**src/rtl/dalu_pkg.sv**
```systemverilog
// dalu_pkg: opcode constants and helpers shared by the issue stage and the dALU.
package dalu_pkg;

  localparam int DW = 8;

  localparam logic [3:0] OP_LDI = 4'd0;
  localparam logic [3:0] OP_OR  = 4'd1;
  localparam logic [3:0] OP_AND = 4'd2;
  localparam logic [3:0] OP_XOR = 4'd3;
  localparam logic [3:0] OP_NOT = 4'd4;
  localparam logic [3:0] OP_ADD = 4'd5;
  localparam logic [3:0] OP_SHL = 4'd6;

  // Captured operand set for the execute slot (destination kept separate,
  // its width follows the register-file depth).
  typedef struct packed {
    logic [3:0]    op;
    logic [DW-1:0] a;
    logic [DW-1:0] b;
  } x_ops_t;

  // Opcodes 7..15 have no ALU meaning.
  function automatic logic is_legal_op(input logic [3:0] op);
    return (op <= OP_SHL);
  endfunction

endpackage

```
**src/rtl/dalu_regfile.sv**
```systemverilog
// dalu_regfile: NREGS x DW register file, two combinational read ports,
// one synchronous write port, asynchronous active-low clear.
module dalu_regfile #(
  parameter  int NREGS = 4,
  parameter  int DW    = 8,
  localparam int AW    = $clog2(NREGS)
) (
  input  logic          clk,
  input  logic          rst_n,
  input  logic [AW-1:0] ra1,
  input  logic [AW-1:0] ra2,
  output logic [DW-1:0] rd1,
  output logic [DW-1:0] rd2,
  input  logic          we,
  input  logic [AW-1:0] wa,
  input  logic [DW-1:0] wd
);

  logic [DW-1:0] mem [NREGS];

  // Storage: cleared on reset, one write per cycle.
  always_ff @(posedge clk or negedge rst_n) begin
    if (!rst_n) begin
      for (int i = 0; i < NREGS; i++) mem[i] <= '0;
    end else if (we) begin
      mem[wa] <= wd;
    end
  end

  assign rd1 = mem[ra1];
  assign rd2 = mem[ra2];

endmodule

```
**src/rtl/dalu_issue.sv**
```systemverilog
// dalu_issue: operand-issue and writeback stage in front of the 8-bit dALU.
// One execute slot drives the ALU; its result is presented on res_* and
// written back to the register file when the consumer accepts it.
// Build option DALU_ISSUE_BYPASS_EN: forward alu_out to a dependent
// instruction instead of stalling it for one cycle.
module dalu_issue
  import dalu_pkg::*;
#(
  parameter  int NREGS = 4,
  localparam int RA_W  = $clog2(NREGS)
) (
  input  logic            clk,
  input  logic            rst_n,
  input  logic            in_valid,
  output logic            in_ready,
  input  logic [3:0]      in_op,
  input  logic [RA_W-1:0] in_rd,
  input  logic [RA_W-1:0] in_rs1,
  input  logic [RA_W-1:0] in_rs2,
  input  logic [DW-1:0]   in_imm,
  output logic [DW-1:0]   alu_a,
  output logic [DW-1:0]   alu_b,
  output logic [3:0]      alu_op,
  input  logic [DW-1:0]   alu_out,
  input  logic            alu_zero,
  output logic            res_valid,
  input  logic            res_ready,
  output logic [DW-1:0]   res_data,
  output logic [RA_W-1:0] res_rd,
  output logic            res_zero,
  output logic            zero_flag,
  output logic            err
);

  logic            x_valid;
  x_ops_t          x_ops;
  logic [RA_W-1:0] x_rd;

  logic [DW-1:0]   rf_rd1;
  logic [DW-1:0]   rf_rd2;
  logic            retire;
  logic            op_legal;
  logic            reads_rf;
  logic            hit1;
  logic            hit2;
  logic            hazard_stall;
  logic            accept;
  logic            load;
  logic [DW-1:0]   opnd_a;
  logic [DW-1:0]   opnd_b;
  x_ops_t          cap;

  dalu_regfile #(
    .NREGS (NREGS),
    .DW    (DW)
  ) u_rf (
    .clk   (clk),
    .rst_n (rst_n),
    .ra1   (in_rs1),
    .ra2   (in_rs2),
    .rd1   (rf_rd1),
    .rd2   (rf_rd2),
    .we    (retire),
    .wa    (x_rd),
    .wd    (alu_out)
  );

  assign retire   = x_valid && res_ready;
  assign op_legal = is_legal_op(in_op);
  assign reads_rf = op_legal && (in_op != OP_LDI);

  // A source matches the slot that is being written back this very cycle,
  // so the register file still holds the stale value.
  assign hit1 = retire && reads_rf && (in_rs1 == x_rd);
  assign hit2 = retire && reads_rf && (in_rs2 == x_rd);

`ifdef DALU_ISSUE_BYPASS_EN
  assign hazard_stall = 1'b0;
  assign opnd_a       = hit1 ? alu_out : rf_rd1;
  assign opnd_b       = hit2 ? alu_out : rf_rd2;
`else
  // Hold the dependent instruction one cycle; X drains and the RF is current.
  assign hazard_stall = in_valid && (hit1 || hit2);
  assign opnd_a       = rf_rd1;
  assign opnd_b       = rf_rd2;
`endif

  assign in_ready = (!x_valid || res_ready) && !hazard_stall;
  assign accept   = in_valid && in_ready;
  assign load     = accept && op_legal;

  // Operand capture: LDI becomes imm | 0 so the ALU simply passes it through.
  always_comb begin
    cap.op = in_op;
    cap.a  = opnd_a;
    cap.b  = opnd_b;
    if (in_op == OP_LDI) begin
      cap.op = OP_OR;
      cap.a  = in_imm;
      cap.b  = '0;
    end
  end

  // Execute slot: refill on a legal accept, otherwise empty on retire.
  always_ff @(posedge clk or negedge rst_n) begin
    if (!rst_n) begin
      x_valid <= 1'b0;
      x_ops   <= '0;
      x_rd    <= '0;
    end else if (load) begin
      x_valid <= 1'b1;
      x_ops   <= cap;
      x_rd    <= in_rd;
    end else if (retire) begin
      x_valid <= 1'b0;
    end
  end

  // Status: zero flag of the last retired result, sticky illegal-op error.
  always_ff @(posedge clk or negedge rst_n) begin
    if (!rst_n) begin
      zero_flag <= 1'b0;
      err       <= 1'b0;
    end else begin
      if (retire) zero_flag <= alu_zero;
      if (accept && !op_legal) err <= 1'b1;
    end
  end

  // The ALU sees OR of zeros when idle so it never decodes a junk opcode.
  assign alu_a  = x_valid ? x_ops.a  : '0;
  assign alu_b  = x_valid ? x_ops.b  : '0;
  assign alu_op = x_valid ? x_ops.op : OP_OR;

  assign res_valid = x_valid;
  assign res_data  = alu_out;
  assign res_zero  = alu_zero;
  assign res_rd    = x_rd;

endmodule

```
**config.mk**
```make
export PLATFORM = sky130hd
export DESIGN_NAME = dalu_issue
export DESIGN_NICKNAME = d
export VERILOG_FILES = /design/src/rtl/dalu_pkg.sv /design/src/rtl/dalu_regfile.sv /design/src/rtl/dalu_issue.sv
export SDC_FILE = /design/constraint.sdc
export NUM_CORES = 1
export LEC_CHECK = 0
export CORE_MARGIN = 4
export CORE_UTILIZATION = 40
export CTS_CLUSTER_DIAMETER = 50
export CTS_CLUSTER_SIZE = 10
export DETAILED_ROUTE_END_ITERATION = 6
export GPL_ROUTABILITY_DRIVEN = 0
export PLACE_DENSITY = 0.66
export SKIP_CTS_REPAIR_TIMING = 1
export SLEW_MARGIN = 10
export SYNTH_ARGS = -nofsm -noshare
export SYNTH_HDL_FRONTEND = slang
export SYNTH_SLANG_ARGS = --single-unit
```
**constraint.sdc**
```tcl
create_clock -name clk -period 2.7 [get_ports clk]
set_input_delay 0.54 -clock clk [delete_from_list [all_inputs] [get_ports clk]]
set_output_delay 0.54 -clock clk [all_outputs]
set_load 0.03 [all_outputs]
```
Word-level counts from Yosys, hierarchy flattened
Cells that the tools add are included.
Word-level totals
  register bits after elaboration: 57
  bits of input ports: 31
  output and inout bits: 35
  word-level logic and storage cells: 55
Cells by class
  $lt $le $gt $ge: 5
  equal/unequal tests: 2
  mux-type cells: 15
  bitwise gates (word level): 3
  reductions and logical operators: 19
Operators with widths (count)
  $mux W8: 7
  $bmux W8 S2: 2
  $bwmux W32: 1
  $mux W20: 1
  $demux W8 S2: 1
  $logic_and A1 B1 Y1: 11
  $ge A3 B3 Y1 const B: 3
  $not A2 Y3: 3
  $eq A2 B2 Y1: 2
  $le A4 B3 Y1 const B: 1
  $logic_not A4 Y1: 1
  $mux W4: 1
  $reduce_bool A4 Y1: 1
  $logic_not A1 Y1: 3
  $lt A3 B1 Y1 const B: 1
  $logic_or A1 B1 Y1: 2
  $mux W1: 2
  $reduce_bool A2 Y1: 1

Logic depth before layout (Yosys ltp)
Gate-level depths: netlist (run 1).
  depth in word-level cells: 11
  gate-level depth with buffers: 6

Hierarchy
Synthesis (run 1) repeated with hierarchy kept, for this count alone.
Second synthesis, totals
  cells, all modules: 207
  area total of the unflattened synthesis: 3076.7 um^2
Modules (own cells, without submodules)
  dalu_regfile: instances 1, cells each 88, area each 1590.3 um^2, seq. area each 800.8 um^2
  dalu_issue: instances 1, cells each 119, area each 1486.4 um^2, seq. area each 625.6 um^2

Least setup slack after synthesis (run 1)
No wires, ideal clock.
  kind: input to output
  start point: in in_rs2[0]
  end point: out in_ready
  data arrival time: 1944 ps
  data required time: 2160 ps
  slack: 216 ps
  stages on the path: 5
  path buffers: 1
  cell sequence: buf_2 > xor2_1 > o22ai_1 > nor3b_1 > o21ai_0
Between the ends
  cells in the longest elaborated chain, start to end: 6
RTL lines
  from (decl): line dalu_issue.sv:19  | input logic [RA_W-1:0] in_rs2,
  $eq A2 B2 Y1: line dalu_issue.sv:75  | assign hit2 = retire && reads_rf && (in_rs2 == x_rd);
  $logic_and A1 B1 Y1: line dalu_issue.sv:75
  $logic_or A1 B1 Y1: line dalu_issue.sv:83  | assign hazard_stall = in_valid && (hit1 || hit2);
  $logic_and A1 B1 Y1: line dalu_issue.sv:83
  $logic_not A1 Y1: line dalu_issue.sv:88  | assign in_ready = (!x_valid || res_ready) && !hazard_stall;
  $logic_and A1 B1 Y1: line dalu_issue.sv:88
  to (decl): line dalu_issue.sv:15  | output logic in_ready,
No other way between the ends.

Worst setup path in the final report (run 1)
Same ends and word-level chain as after synthesis.

==> Flow_metrics.wiki, run 1 <==
{| class="wikitable"
! Metric !! Value
|-
| Outcome || finished clean
|-
| Share of final-layout standard cells stronger than drive strength 1 || 0.309
|-
| Count of port buffers added during placement || 65
|-
| Sequence of cells on the critical path || clkdlybuf4s50_1 > xor2_1 > o22ai_2 > nor3b_1 > o21ai_0 > clkbuf_2
|-
| Clock Latency Late Sink || 0.33 ns
|-
| Die area || 8900 sq um
|-
| Period Utilization, post-route || 0.919
|-
| Synth Instances || 235
|-
| Sequential area share after synthesis || 0.479
|-
| Post-layout instance count excluding filler cells || 413
|-
| # IOs || 66
|-
| Cell with the largest stage delay on the worst path || sky130_fd_sc_hd__clkdlybuf4s50_1
|-
| Post-placement cell count || 398
|-
| Count of warnings emitted by yosys || 0
|-
| Post-synthesis net count || 266
|-
| Met2 capacity usage during global routing || 0.255
|-
| Clk pin slew, worst setup/hold paths || 0.06 ns
|-
| Stages on the worst setup path || 6
|-
| # setup viols final || 0
|-
| Starting density of the core || 0.411
|-
| Family with the most delay on the worst path || buffers and inverters
|-
| Detailed-route wire length per cell || 15.7 um
|-
| Post-synth top area share || 0.479
|-
| Pin slew with the least headroom to its limit || 0.586 ns
|-
| Residual antenna-violating net count after detailed routing || 0
|-
| Final wirelength || 6500 um
|-
| Final worst clock skew || 0.00636 ns
|-
| Via count || 2032
|-
| Fin worst setup slack || 0.219 ns
|-
| Pin count of the biggest net entering global routing || 34
|-
| Final count of pins violating max slew || 0
|-
| Number of placement rows || 31
|-
| Power Total || 3.66 mW
|-
| Antenna diode count || 0
|-
| Ranking of synthesized cells by instance count || 57 x sky130_fd_sc_hd__dfrtp_1, 38 x sky130_fd_sc_hd__mux2_2, 36 x sky130_fd_sc_hd__nand2_1
|-
| Grt ovf || 0
|-
| Busiest grt layer || met2
|-
| Most area-hungry cell type in the Yosys netlist || sky130_fd_sc_hd__dfrtp_1
|-
| Fin. Hold Viols || 0
|-
| Setup tns final || 0 ns
|-
| Achievable clock frequency || 0.403 GHz
|-
| Static power due to leakage || 1.73 nW
|-
| Via count of the first global-routing pass || 2176
|-
| Start point of the critical path || in_rs2[0]
|-
| Synthesis-stage register bit count || 57
|-
| Top-count cell post-synth || sky130_fd_sc_hd__dfrtp_1
|-
| H-tree Lvls || 3
|-
| Clock sink count || 57
|-
| Number of library cell types mapped by synthesis || 27
|-
| Maximum net fanout on the critical path || 2
|-
| Buffer depth of the longest clock path || 2
|-
| Footprint of the multi-input gates || 1390 sq um
|-
| Die boundary width || 94.3 um
|-
| Area Growth Syn to Fin || 34.2%
|-
| Launch point of the worst reg-to-reg path || res_rd[1]$_DFFE_PN0P_
|-
| Critical path capture point type || output port
|-
| Pwr dens || 914 nW/um^2
|-
| Most frequently used flop master after synthesis || sky130_fd_sc_hd__dfrtp_1
|-
| Path depth of the worst reg2reg path || 5
|-
| Detailed-placement wirelength estimate || 4840 um
|-
| Initial antenna violation count || 0
|-
| Combined global-route utilization of all metal layers || 0.165
|-
| Mean Syn Cell Area || 12.7 sq um
|-
| Count of max-cap constraint violations || 0
|-
| Critical path data required time || 2.16 ns
|-
| Die height || 94.3 um
|-
| Detailed-route vias per instance || 4.92
|-
| Worst setup path category || input pin to output port
|-
| Hold Crit Class || input pin to async pin
|-
| Nets || 341
|-
| DRC errors left || 0
|-
| Number of DRC markers after the initial detailed-route iteration || 74
|-
| TritonCTS clock tree || done
|-
| Peak ir drop on the vdd network || 326 uV
|-
| Setup repair after global routing missed its margin || false
|-
| Post-synth EDFFs || 0
|-
| Pre-CTS setup slack || -0.307 ns
|-
| Core area || 7250 sq um
|-
| Sequential cell area || 1430 sq um
|-
| Kind of start point of the critical path || input pin
|-
| Total CTS buffers || 9
|-
| Async S/R FF share, synth || 1.00
|-
| Post-layout minimum cycle time || 2.48 ns
|-
| Met1 GRT Util || 0.225
|-
| Number of fill cells in the layout || 657
|-
| Length of the first detailed-routing pass in iterations || 4
|-
| Delay of the slowest cell on the worst path || 0.44 ns
|-
| Max_slew headroom || 0.609
|-
| Worst EP arrival || 1.94 ns
|-
| Synthesized cell area || 2980 sq um
|-
| Wire length of the first global-routing pass || 11000 um
|-
| Worst path buffer plus inverter count || 2
|-
| Master cell of the clock root buffer || sky130_fd_sc_hd__clkbuf_8
|-
| Met3 layer usage reported by global route || 0.0417
|-
| Top post-synthesis cells by area || sky130_fd_sc_hd__dfrtp_1 48%, sky130_fd_sc_hd__mux2_2 14%, sky130_fd_sc_hd__mux4_2 12%
|}
-- placed cells by master (no fill, tap or decap), drive strengths merged, types with 2 or more instances in the layout --
cell type / count
and2: 19
buf: 22
bufinv: 2
clkbuf: 13
clkdlybuf4s50: 63
dfrtp: 57
inv: 10
mux2: 45
mux2i: 9
mux4: 16
nand2: 36
nor2: 2
nor2b: 2
nor3b: 2
or2: 2
xor2: 4
-- final timing paths --
check                      slack [ns]                        to
setup / recovery                 0.22                  in_ready
hold / removal                   0.21     x_ops[13]$_DFFE_PN0P_
setup reg to reg                 0.83     x_ops[15]$_DFFE_PN0P_
hold reg to reg                  0.48     x_ops[17]$_DFFE_PN0P_
max in group asynchronous        1.92  u_rf.mem[31]$_DFFE_PN0P_
min in group clk                 0.48     x_ops[17]$_DFFE_PN0P_
-- where the power goes --
part	leakage (nW)	total, mW	switching, mW	internal, mW
registers	0.692	1.49	0.248	1.24
logic	0.927	1.32	0.553	0.763
clock network	0.106	0.852	0.313	0.539
-- metal layers --
metal,routed length (um),share of wire
met5,0,0
met4,88,0.014
met3,354,0.054
met2,2980,0.46
met1,3080,0.47
-- flip-flops by register name, indices dropped and copies added, names as in the netlist --
| name | count |
|---|---|
| err | 1 |
| res_rd | 2 |
| res_valid | 1 |
| u_rf.mem | 32 |
| x_ops | 20 |
| zero_flag | 1 |
-- stage by stage --
stage,hold slack (ns),utilization,instance area [sq um]
global placement,0.461,0.522,3790
CTS,0.220,0.551,4000
floorplan,0.244,-,2980
global route,0.253,0.551,4000
detailed placement,0.465,0.522,3790
finish,0.214,0.551,4000
-- logic make-up (layout without fill, tap and decap cells) --
kind of cell	count (synthesis)	after routing	synth area share
flip-flops	57	57	0.479
AND/OR/NAND/NOR	68	68	0.116
XOR/XNOR	4	4	0.0118
AO/OA/AOI/OAI	4	4	0.0147
multiplexers	70	70	0.321
buffers and inverters	32	111	0.0575
-- final cells by class --
cell class / count / share of cell area
Sequential cell: 57 / 0.357
Clock inverter: 3 / 0.0163
Multi-Input combinational cell: 146 / 0.347
Tap cell: 99 / 0.0310
Inverter: 10 / 0.00939
Timing Repair Buffer: 86 / 0.203
Clock buffer: 12 / 0.0363
Power figures use the tool's default switching activity.
==> inputs of run 2 (changes only) <==
--- a/config.mk
+++ b/config.mk
@@ -12,6 +12,7 @@
 export DETAILED_ROUTE_END_ITERATION = 6
 export GPL_ROUTABILITY_DRIVEN = 0
 export PLACE_DENSITY = 0.66
+export SETUP_SLACK_MARGIN = 0.05
 export SKIP_CTS_REPAIR_TIMING = 1
 export SLEW_MARGIN = 10
 export SYNTH_ARGS = -nofsm -noshare
==> constraint.sdc (replaced) <==
create_clock -name clk -period 2.9 [get_ports clk]
set_input_delay 0.58 -clock clk [delete_from_list [all_inputs] [get_ports clk]]
set_output_delay 0.58 -clock clk [all_outputs]
set_load 0.03 [all_outputs]
==> run 2 against run 1 <==
Net effect:
- largest power group unchanged
- wire length grew 5.1%
- clock-buffer cell count grew 2
- via count is 1.2% lower
==> Flow_metrics.wiki, run 2 (synthesized netlist as in run 1, its figures left out) <==
{| class="wikitable"
! Metric !! Value
|-
| Peak ir drop on the vdd network || 303 uV (-7.1%)
|-
| Achievable clock frequency || 0.378 GHz
|-
| Path depth of the worst reg2reg path || 5 (unchanged)
|-
| Delay of the slowest cell on the worst path || 0.45 ns (about the same)
|-
| Maximum net fanout on the critical path || 2 (unchanged)
|-
| Util after Layout || 0.545 (-0.00673)
|-
| Register with the most flip-flops || u_rf.mem
|-
| Outcome || finished clean
|-
| Clock network fraction of total power || 0.228 (-0.005)
|-
| Clock Latency Late Sink || 0.33 ns (about the same)
|-
| Sequence of cells on the critical path || clkdlybuf4s50_1 > xor2_1 > o22ai_2 > nor3b_1 > o21ai_0 > dlymetal6s2s_1
|-
| Worst EP arrival || 2.06 ns (+0.12 ns)
|-
| Area Growth Syn to Fin || 32.5%
|-
| Hold Crit Class || input pin to async pin
|-
| Fin worst setup slack || 0.257 ns (+0.0374 ns)
|-
| Number of DRC markers after the initial detailed-route iteration || 68 (-8.1%)
|-
| Relative contribution of combinational cells to total power || 0.363 (+0.003)
|-
| Post-layout minimum cycle time || 2.64 ns
|-
| TritonCTS clock tree || done
|-
| Cell area after placement || 3730 sq um (-1.4%)
|-
| Starting density of the core || 0.411 (unchanged)
|-
| Final worst clock skew || 0.00830 ns (+0.00194 ns)
|-
| Detailed-route vias per instance || 4.93 (+0.23%)
|-
| DRC errors left || 0 (unchanged)
|-
| Static power due to leakage || 1.70 nW (-1.7%)
|-
| Most used cells in the layout excluding fill and tap cells || 63 x sky130_fd_sc_hd__clkdlybuf4s50_1, 57 x sky130_fd_sc_hd__dfrtp_1, 38 x sky130_fd_sc_hd__mux2_2, 36 x sky130_fd_sc_hd__nand2_1, 19 x sky130_fd_sc_hd__and2_1
|-
| Share of final-layout standard cells stronger than drive strength 1 || 0.289 (-0.0200)
|-
| Register share of total power || 0.409 (+0.002)
|-
| Die area || 8900 sq um (unchanged)
|-
| Detailed-placement wirelength estimate || 4810 um (-0.74%)
|-
| Total CTS buffers || 9 (unchanged)
|-
| Critical path capture point type || output port
|-
| Max reg flops || 32 (unchanged)
|-
| Die height || 94.3 um (unchanged)
|-
| Final wirelength || 6830 um (+5.1%)
|-
| # setup viols final || 0 (unchanged)
|-
| Critical path data required time || 2.32 ns (+0.16 ns)
|-
| Non-Filler Cell Area, Final || 3950 sq um (-1.2%)
|-
| Internal power || 2.33 mW (-8.5%)
|-
| Master cell of the clock root buffer || sky130_fd_sc_hd__clkbuf_8
|-
| Worst R2R End || x_ops[18]$_DFFE_PN0P_
|-
| Antenna diode count || 0 (unchanged)
|-
| Via count of the first global-routing pass || 2219 (+2.0%)
|-
| Die boundary width || 94.3 um (unchanged)
|-
| Worst path buffer plus inverter count || 2 (unchanged)
|-
| Core area || 7250 sq um (unchanged)
|-
| Residual antenna-violating net count after detailed routing || 0 (unchanged)
|-
| Grt ovf || 0 (unchanged)
|-
| Combined global-route utilization of all metal layers || 0.169 (+0.00443)
|-
| Setup repair after global routing missed its margin || false
|-
| Initial antenna violation count || 0 (unchanged)
|-
| Pin slew with the least headroom to its limit || 0.717 ns (+0.131 ns)
|-
| Via count || 2007 (-1.2%)
|-
| Final count of pins violating max slew || 0 (unchanged)
|-
| Clk pin slew, worst setup/hold paths || 0.06 ns (about the same)
|-
| H-tree Lvls || 3 (unchanged)
|-
| Most common cell after layout, fill and taps aside || sky130_fd_sc_hd__clkdlybuf4s50_1
|-
| Fin. Hold Viols || 0 (unchanged)
|-
| Period Utilization, post-route || 0.912
|-
| Nets || 334 (-2.1%)
|-
| Wire length of the first global-routing pass || 11200 um (+1.6%)
|-
| Clock sink count || 57 (unchanged)
|-
| Max_slew headroom || 0.522 (-0.0876)
|-
| Detailed-route wire length per cell || 16.8 um (+6.6%)
|-
| Kind of start point of the critical path || input pin
|-
| # IOs || 66 (unchanged)
|-
| Worst setup path category || input pin to output port
|-
| Count of port buffers added during placement || 65 (unchanged)
|-
| Length of the first detailed-routing pass in iterations || 4 (unchanged)
|-
| Number of fill cells in the layout || 659 (+0.30%)
|-
| Pin count of the biggest net entering global routing || 58 (+71%)
|-
| Family with the most delay on the worst path || buffers and inverters
|-
| Net Switching || 1.05 mW (-5.9%)
|-
| Pre-CTS setup slack || -0.213 ns (+0.0939 ns)
|-
| Slack of the worst reg-to-reg path || 0.97 ns (+0.14 ns)
|-
| Launch point of the worst reg-to-reg path || res_rd[1]$_DFFE_PN0P_
|-
| Buffer depth of the longest clock path || 2 (unchanged)
|-
| Switching fraction of total power || 0.310 (+0.00591)
|-
| Count of max-cap constraint violations || 0 (unchanged)
|-
| Power Total || 3.37 mW (-7.7%)
|-
| Number of placement rows || 31 (unchanged)
|-
| Cell with the largest stage delay on the worst path || sky130_fd_sc_hd__clkdlybuf4s50_1
|-
| Pwr dens || 854 nW/um^2 (-6.6%)
|}
==> run 2: cell types whose count changed in the layout (fill, tap and decap cells not counted) <==
cell / before / now
sky130_fd_sc_hd__clkbuf_2: 1 / 0
sky130_fd_sc_hd__dlymetal6s2s_1: 0 / 1
sky130_fd_sc_hd__bufinv_16: 2 / 1
sky130_fd_sc_hd__buf_4: 20 / 13
sky130_fd_sc_hd__dfrtp_1: 56 / 57
sky130_fd_sc_hd__dfrtp_2: 1 / 0
sky130_fd_sc_hd__clkbuf_8: 10 / 12
==> run 2: area by class of cell <==
cell class,instances,area [sq um],share of cell area
Timing Repair Buffer,79,766,0.194
Sequential cell,57,1430,0.361
Multi-Input combinational cell,146,1390,0.352
Tap cell,99,124,0.0314
Inverter,10,37.5,0.00950
Clock inverter,2,35.0,0.00887
Clock buffer,14,173,0.0437
==> run 2: metrics by stage <==
stage                     instances  TNS, ns  hold slack [ns]
final                           407        0            0.381
after global routing            407        0            0.456
after global placement          391   -0.204            0.449
after detailed placement        391   -0.213            0.453
after CTS                       407   -0.227            0.404
after floorplan                 235        0            0.284
==> run 2: layer usage <==
metal	wire length [um]	track usage	vias to the layer above
met5	0	0	-
met4	138	0.0903	0
met3	354	0.0329	8
met2	3380	0.277	56
met1	2960	0.211	1003
li1	-	-	940
==> run 2: worst max-delay path by stage <==
stage / start / endpoint / slack (ns) / cells after the start
CTS: in_rs2[0] / in_ready / -0.23 / 6
global route: in_rs2[0] / in_ready / 0.08 / 6
finish: in_rs2[0] / in_ready / 0.26 / 6
detailed placement: in_rs2[0] / in_ready / -0.21 / 6
global placement: in_rs2[0] / in_ready / -0.20 / 6
floorplan: in_rs2[0] / in_ready / 0.34 / 5
==> run 2: power groups by stage <==
| stage | clock [mW] | combinational, mW | sequential, mW |
|---|---|---|---|
| after global placement | 0 | 1.21 | 1.37 |
| after global routing | 0.825 | 1.34 | 1.44 |
| final | 0.768 | 1.22 | 1.38 |
| after detailed placement | 0 | 1.23 | 1.40 |
| after floorplan | 0 | 0.865 | 1.34 |
| after CTS | 0.790 | 1.23 | 1.38 |
